<file path="src/rtl/fetch_pc_unit.sv">
// Fetch PC unit: single-outstanding instruction fetch FSM.
// Optional misaligned-target trap guarded by FETCH_MISALIGN_TRAP_EN.
package fetch_pc_pkg;
  typedef enum logic {
    PC_INPUT_PC_PLUS_4 = 1'b0,
    PC_INPUT_ALU       = 1'b1
  } pc_input_sel_t;
endpackage

module fetch_pc_unit
  import fetch_pc_pkg::*;
#(
  parameter logic [31:0] RESET_VECTOR = 32'h0000_0000
) (
  input  logic          clk,
  input  logic          reset,
  input  pc_input_sel_t pc_input_sel,
  input  logic [31:0]   alu_result,
  input  logic          instr_ready,
  output logic          imem_req,
  output logic [31:0]   imem_addr,
  input  logic          imem_ready,
  input  logic          imem_rvalid,
  input  logic [31:0]   imem_rdata,
  output logic [31:0]   pc,
  output logic [31:0]   pc_plus_4,
  output logic [31:0]   instr,
  output logic          instr_valid,
  output logic          misalign_fault
);

  localparam logic [31:0] NOP = 32'h0000_0013;

  typedef enum logic [2:0] {
    S_BOOT,
    S_REQ,
    S_WAIT,
    S_HOLD,
    S_FAULT
  } state_t;

  state_t      state_q;
  logic [31:0] pc_q;
  logic [31:0] fetch_q;
  logic [31:0] instr_q;
  logic        valid_q;
  logic        req_q;
  logic [31:0] next_raw;
  logic [31:0] next_pc_d;
  logic        misalign_d;

  // Select the next fetch address from decode's choice.
  always_comb begin
    next_raw = (pc_input_sel == PC_INPUT_ALU) ? alu_result : pc_plus_4;
`ifdef FETCH_MISALIGN_TRAP_EN
    next_pc_d  = next_raw;
    misalign_d = |next_raw[1:0];
`else
    next_pc_d  = next_raw & 32'hFFFF_FFFC;
    misalign_d = 1'b0;
`endif
  end

`ifdef FETCH_MISALIGN_TRAP_EN
  logic fault_q;
`endif

  // Fetch FSM with registered handshake outputs.
  always_ff @(posedge clk or posedge reset) begin
    if (reset) begin
      state_q <= S_BOOT;
      pc_q    <= RESET_VECTOR;
      fetch_q <= RESET_VECTOR;
      instr_q <= NOP;
      valid_q <= 1'b0;
      req_q   <= 1'b0;
`ifdef FETCH_MISALIGN_TRAP_EN
      fault_q <= 1'b0;
`endif
    end else begin
      unique case (state_q)
        S_BOOT: begin
          state_q <= S_REQ;
          req_q   <= 1'b1;
        end
        S_REQ: begin
          if (imem_ready) begin
            state_q <= S_WAIT;
            req_q   <= 1'b0;
          end
        end
        S_WAIT: begin
          if (imem_rvalid) begin
            instr_q <= imem_rdata;
            valid_q <= 1'b1;
            state_q <= S_HOLD;
          end
        end
        S_HOLD: begin
          if (instr_ready) begin
            valid_q <= 1'b0;
            if (misalign_d) begin
              state_q <= S_FAULT;
`ifdef FETCH_MISALIGN_TRAP_EN
              fault_q <= 1'b1;
`endif
            end else begin
              pc_q    <= next_pc_d;
              fetch_q <= next_pc_d;
              req_q   <= 1'b1;
              state_q <= S_REQ;
            end
          end
        end
        S_FAULT: begin
          state_q <= S_FAULT;
          req_q   <= 1'b0;
          valid_q <= 1'b0;
        end
        default: begin
          state_q <= S_BOOT;
          req_q   <= 1'b0;
          valid_q <= 1'b0;
        end
      endcase
    end
  end

  assign imem_req    = req_q;
  assign imem_addr   = fetch_q;
  assign pc          = pc_q;
  assign pc_plus_4   = pc_q + 32'd4;
  assign instr       = instr_q;
  assign instr_valid = valid_q;
`ifdef FETCH_MISALIGN_TRAP_EN
  assign misalign_fault = fault_q;
`else
  assign misalign_fault = 1'b0;
`endif

endmodule
</file>
<file path="config.mk">
export PLATFORM = sky130hd
export DESIGN_NAME = fetch_pc_unit
export DESIGN_NICKNAME = d
export VERILOG_FILES = /design/src/rtl/fetch_pc_unit.sv
export SDC_FILE = /design/constraint.sdc
export NUM_CORES = 1
export LEC_CHECK = 0
export ABC_CLOCK_PERIOD_IN_PS = 2500
export BUFFER_PORTS_ARGS = -buffer_cell sky130_fd_sc_hd__buf_4
export CAP_MARGIN = 20
export CORE_ASPECT_RATIO = 1.2
export CORE_MARGIN = 3
export CORE_UTILIZATION = 42
export CTS_BUF_LIST = sky130_fd_sc_hd__clkbuf_8 sky130_fd_sc_hd__clkbuf_16
export CTS_CLUSTER_DIAMETER = 30
export DETAILED_ROUTE_END_ITERATION = 7
export GPL_TIMING_DRIVEN = 0
export PLACE_DENSITY_LB_ADDON = 0.15
export SLEW_MARGIN = 40
export SYNTH_ARGS = -nofsm -noshare
export SYNTH_HDL_FRONTEND = slang
export SYNTH_SLANG_ARGS = --single-unit
</file>
<file path="constraint.sdc">
create_clock -name clk -period 2.5 [get_ports clk]
set_clock_uncertainty 0.05 [all_clocks]
set_input_delay 0.75 -clock clk [delete_from_list [all_inputs] [get_ports clk]]
set_output_delay 0.75 -clock clk [all_outputs]
set_load 0.1 [all_outputs]
</file>
Word-level counts from Yosys, hierarchy flattened --
Index checks and enable logic that the tools add are counted.
Storage, ports and cells: register bits after elaboration 67, input port bits 70, output and inout bits 131, word-level logic and storage cells 33
Operators by class: add/sub/neg operators 1, equality and inequality tests 7, muxes and demuxes 11, bitwise logic cells 2, reductions and logical operators 7
Operators by type and width (count):
- $add A32 B3 Y32 const B | 1
- $mux W32 | 1
- $pmux W3 S5 | 1
- $mux W3 | 3
- $reduce_and A3 Y1 | 3
- $eq A3 B2 Y1 const B | 2
- $ne A2 B2 Y1 const B | 3
- $mux W1 | 4
- $pmux W1 S4 | 1
- $reduce_and A2 Y1 | 2
- $eq A3 B1 Y1 const B | 1
- $eq A3 B3 Y1 const B | 1
- $logic_not A3 Y1 | 1
- $pmux W1 S3 | 1
- $not A1 Y1 | 2
- $reduce_or A2 Y1 | 1

Depth between registers and ports, before layout --
word-level depth 4, mapped depth 7, depth with buffers taken out 5

Worst setup path after synthesis --
Ideal clock, no wire load.
path type register -> output, from reg imem_addr[6] (netlist name), to out pc_plus_4[25], data arrival time 3.903 ns, data required time 1.700 ns, setup slack -2.203 ns, cell stages (with the launch flop) 7, buffers on the path 2, path through dfrtp_1 buf_4 nand4_4 nor4_1 clkbuf_1 nand3_1 xnor2_1
RTL lines:
- end, declared | RTL line 26 | output logic [31:0] pc_plus_4,

==> impl_metrics.toml <==
[cts]
cts_hold_buf = 0
htree_levels = 3
numCtsBuffers = 9
cts_tree = "yes"
clk_path_buf_depth = 2
cts_sinks = 67
clk_pin_slew_worst_paths_ps = 80
clkLatencyLatePin_ps = 360
root_buffer = "clkbuf_8"

[sta]
fmax_mhz = 323
min_period_ps = 3100
rsz0062_at_grt = "true"
maxSlewHeadroom = 0.553
min_period_over_period = 1.24
fin_ws_ps = -598
slew_viol_final = 0
setup_viol = 26
worst_pin_slew_ps = 670
hold_viol = 0

[status]
violations = "setup timing"
status = "finished, violations left"

[finish]
fin_area_um2 = 7650
multi_input_area_um2 = 2660
ff_latch_area_um2 = 1720
final_util = 0.834
drive_gt1_frac = 0.638
nFillCells = 500
antennaDiodeCount = 0
nNetsFinal = 778
area_delta_synth_final_pct = 90.8
instances_no_fill = 832

[floorplan]
die_h_um = 113
core.rowCount = 38
initial_core_util = 0.437
ios = 201
core-area_um2 = 9180
die_w_um = 95.2
die_area_um2 = 10800

[worst_setup_path]
ff2ff_path_depth = 7
worstPathArrival_ps = 2300
cp-end-kind = "primary output"
ff2ff_setup_slack_ps = 170
cp-start-kind = "flip-flop"
crit_start = "imem_addr[2]"
worstPathMaxFanout = 5
criticalPathCategory = "reg2out"
path_cells = "ha_4 -> nand4_1 -> nor3_4 -> clkbuf_8 -> and3_4 -> xor2_4 -> buf_12"
r2r-end = "imem_addr[5]"
crit-reg2reg-launch = "state_q[1]"
cp_slowest_cell = "dfrtp_2"
critPathRequiredTime_ps = 1700
slowest_delay_ps = 430

[yosys]
ys_types = 48
ys_async_sr_fraction = 1.00
synth_ff_type = "dfrtp_1"
syn_area_um2 = 4010
synth_edf_count = 0
seq_area_frac_synth = 0.419
avgSynthCellArea_um2 = 9.39
synth-warning-count = 0
synthCells = 427
synth_seq_cells = 67

[detailed_routing]
viasPerCell = 5.74
ant_nets = 0
post_drt_wl_per_cell_um = 20.6
drt_pass1_iterations = 5
finalWirelength_mm = 17.1
drc = 0
first_iter_violations = 312
vias = 4772

[grt]
top_usage_layer = "met2"
grt_max_degree = 38
grt_remaining_overflow = 0
grt_pass1_vias = 4920
antenna_found_initial = 0
use_met2 = 0.505
grt_usage = 0.306
grt.met3_usage = 0.0924
grtUsageMet1 = 0.335
grt_pass1_wl_mm = 25.2

[placement]
placedCellCount = 745
io_buffer_count = 191
dp_hpwl_mm = 10.1
dpl-instance-area_um2 = 6270
place.gp.congestion = 0.846
dp_slack_ps = -585

[min_path]
holdCritPathClass = "in2async"

[flow_run]
drv_cap = 0
## cells in the mapped netlist, types with 2 or more instances
cell type  instances  share of area
buf_1              4         0.0037
o22ai_1            5         0.0078
nand2_1           20          0.019
and2_1             3         0.0047
or2_2              3         0.0047
o21a_1             3         0.0056
and4_1             2         0.0044
nand4_1           12          0.019
o21ai_0           12          0.015
buf_4             39          0.073
xor2_1             7          0.015
nor2_1            30          0.028
clkbuf_1          21          0.020
and3_1            10          0.016
dfrtp_1           64           0.40
nor3_1            25          0.031
dfstp_2            3          0.020
a22oi_1            5         0.0094
a2bb2oi_1          2         0.0044
o22a_1             2         0.0044
inv_1             20          0.019
o2bb2ai_1          4         0.0087
nor3b_1            3         0.0056
mux2_2            32          0.090
or4_1              2         0.0037
o211ai_1           2         0.0037
a31o_2             2         0.0044
nor4_1             5         0.0078
a31oi_1           15          0.023
mux2i_1            2         0.0050
xnor2_1           19          0.041
a21oi_1           11          0.014
o311ai_0           9          0.020
nand3_1           15          0.019
## how the worst max path moves through the flow
stage,to,cells past startpoint
2_1_floorplan,pc_plus_4[31],4
3_3_place_gp,imem_addr[26],2
3_5_place_dp,pc_plus_4[24],7
4_1_cts,pc_plus_4[27],6
5_1_grt,pc_plus_4[24],7
6_report,pc_plus_4[24],7
## layout make-up
| type | count | area share |
|---|---|---|
| clock inverter | 6 | 0.00671 |
| buffer | 64 | 0.0574 |
| clock buffer | 10 | 0.0180 |
| sequential | 67 | 0.224 |
| tap | 120 | 0.0196 |
| timing repair buffer | 264 | 0.315 |
| multi-input combinational | 280 | 0.347 |
| inverter | 21 | 0.0114 |
## per-layer routing
metal | share of wire | wire (µm) | vias up
met1 | 0.33 | 5680 | 2265
li1 | - | - | 2056
met3 | 0.10 | 1770 | 105
met5 | 0 | 0 | -
met4 | 0.070 | 1200 | 0
met2 | 0.50 | 8480 | 346
## stage by stage
step | setup TNS (ps) | hold WS [ps]
2_1_floorplan | -16590 | 450
3_3_place_gp | -76350 | 441
3_5_place_dp | -8020 | 447
4_1_cts | -8750 | 314
5_1_grt | -11330 | 323
6_report | -10340 | 313
## layout by cell type (no fill, tap or decap), drive strengths merged, types with 2 or more instances in the layout
cell and count:
dfstp 3, and2 3, nor3b 3, o21a 3
a31o 2, nor2 30, a2bb2oi 2, or4 3
nor4 5, nor3 25, mux2i 2, inv 22
o211ai 2, xor2 7, conb 7, nand2 20
a31oi 15, buf 308, xnor2 19, dfrtp 64
clkbuf 30, clkinv 3, o21ai 12, o22a 2
a21oi 11, nand3 15, and4 2, nand4 13
o311ai 10, a22oi 5, or2 3, o22ai 5
and3 10, o2bb2ai 4, mux2 32
## logic make-up (layout without fill, tap and decap cells)
family	after synthesis	count (layout)	synth area share
AOI/OAI and AO/OA	77	77	0.131
xor gates and xnor gates	26	26	0.0568
adders and majority gates	1	1	0.00312
buffers and inverters	86	365	0.117
DFF	67	67	0.419
muxes	34	34	0.0949
other	1	7	0.000935
and+or+nand+nor	135	135	0.177
## critical path: cells and delay by family, from the launching register on
kind | cells | cell delay (ps)
buf+inv | 2 | 400
xor+xnor | 1 | 170
flops | 1 | 430
fa+ha+maj | 1 | 170
simple gates | 3 | 760
## state kept, by name (all words and copies together), names as in the netlist
register,count
imem_addr,30
instr,32
state_q,3
imem_req,1
instr_valid,1
## what timing repair did
action / in CTS / in global routing
endpoints found under the setup margin: 26 / 31
buffers inserted: 63 / 12
resized for setup: 126 / 28
pin swaps: 38 / 23
Power is not shown: default switching activity piles up to over one toggle a cycle in this logic, so the estimate is an artifact.
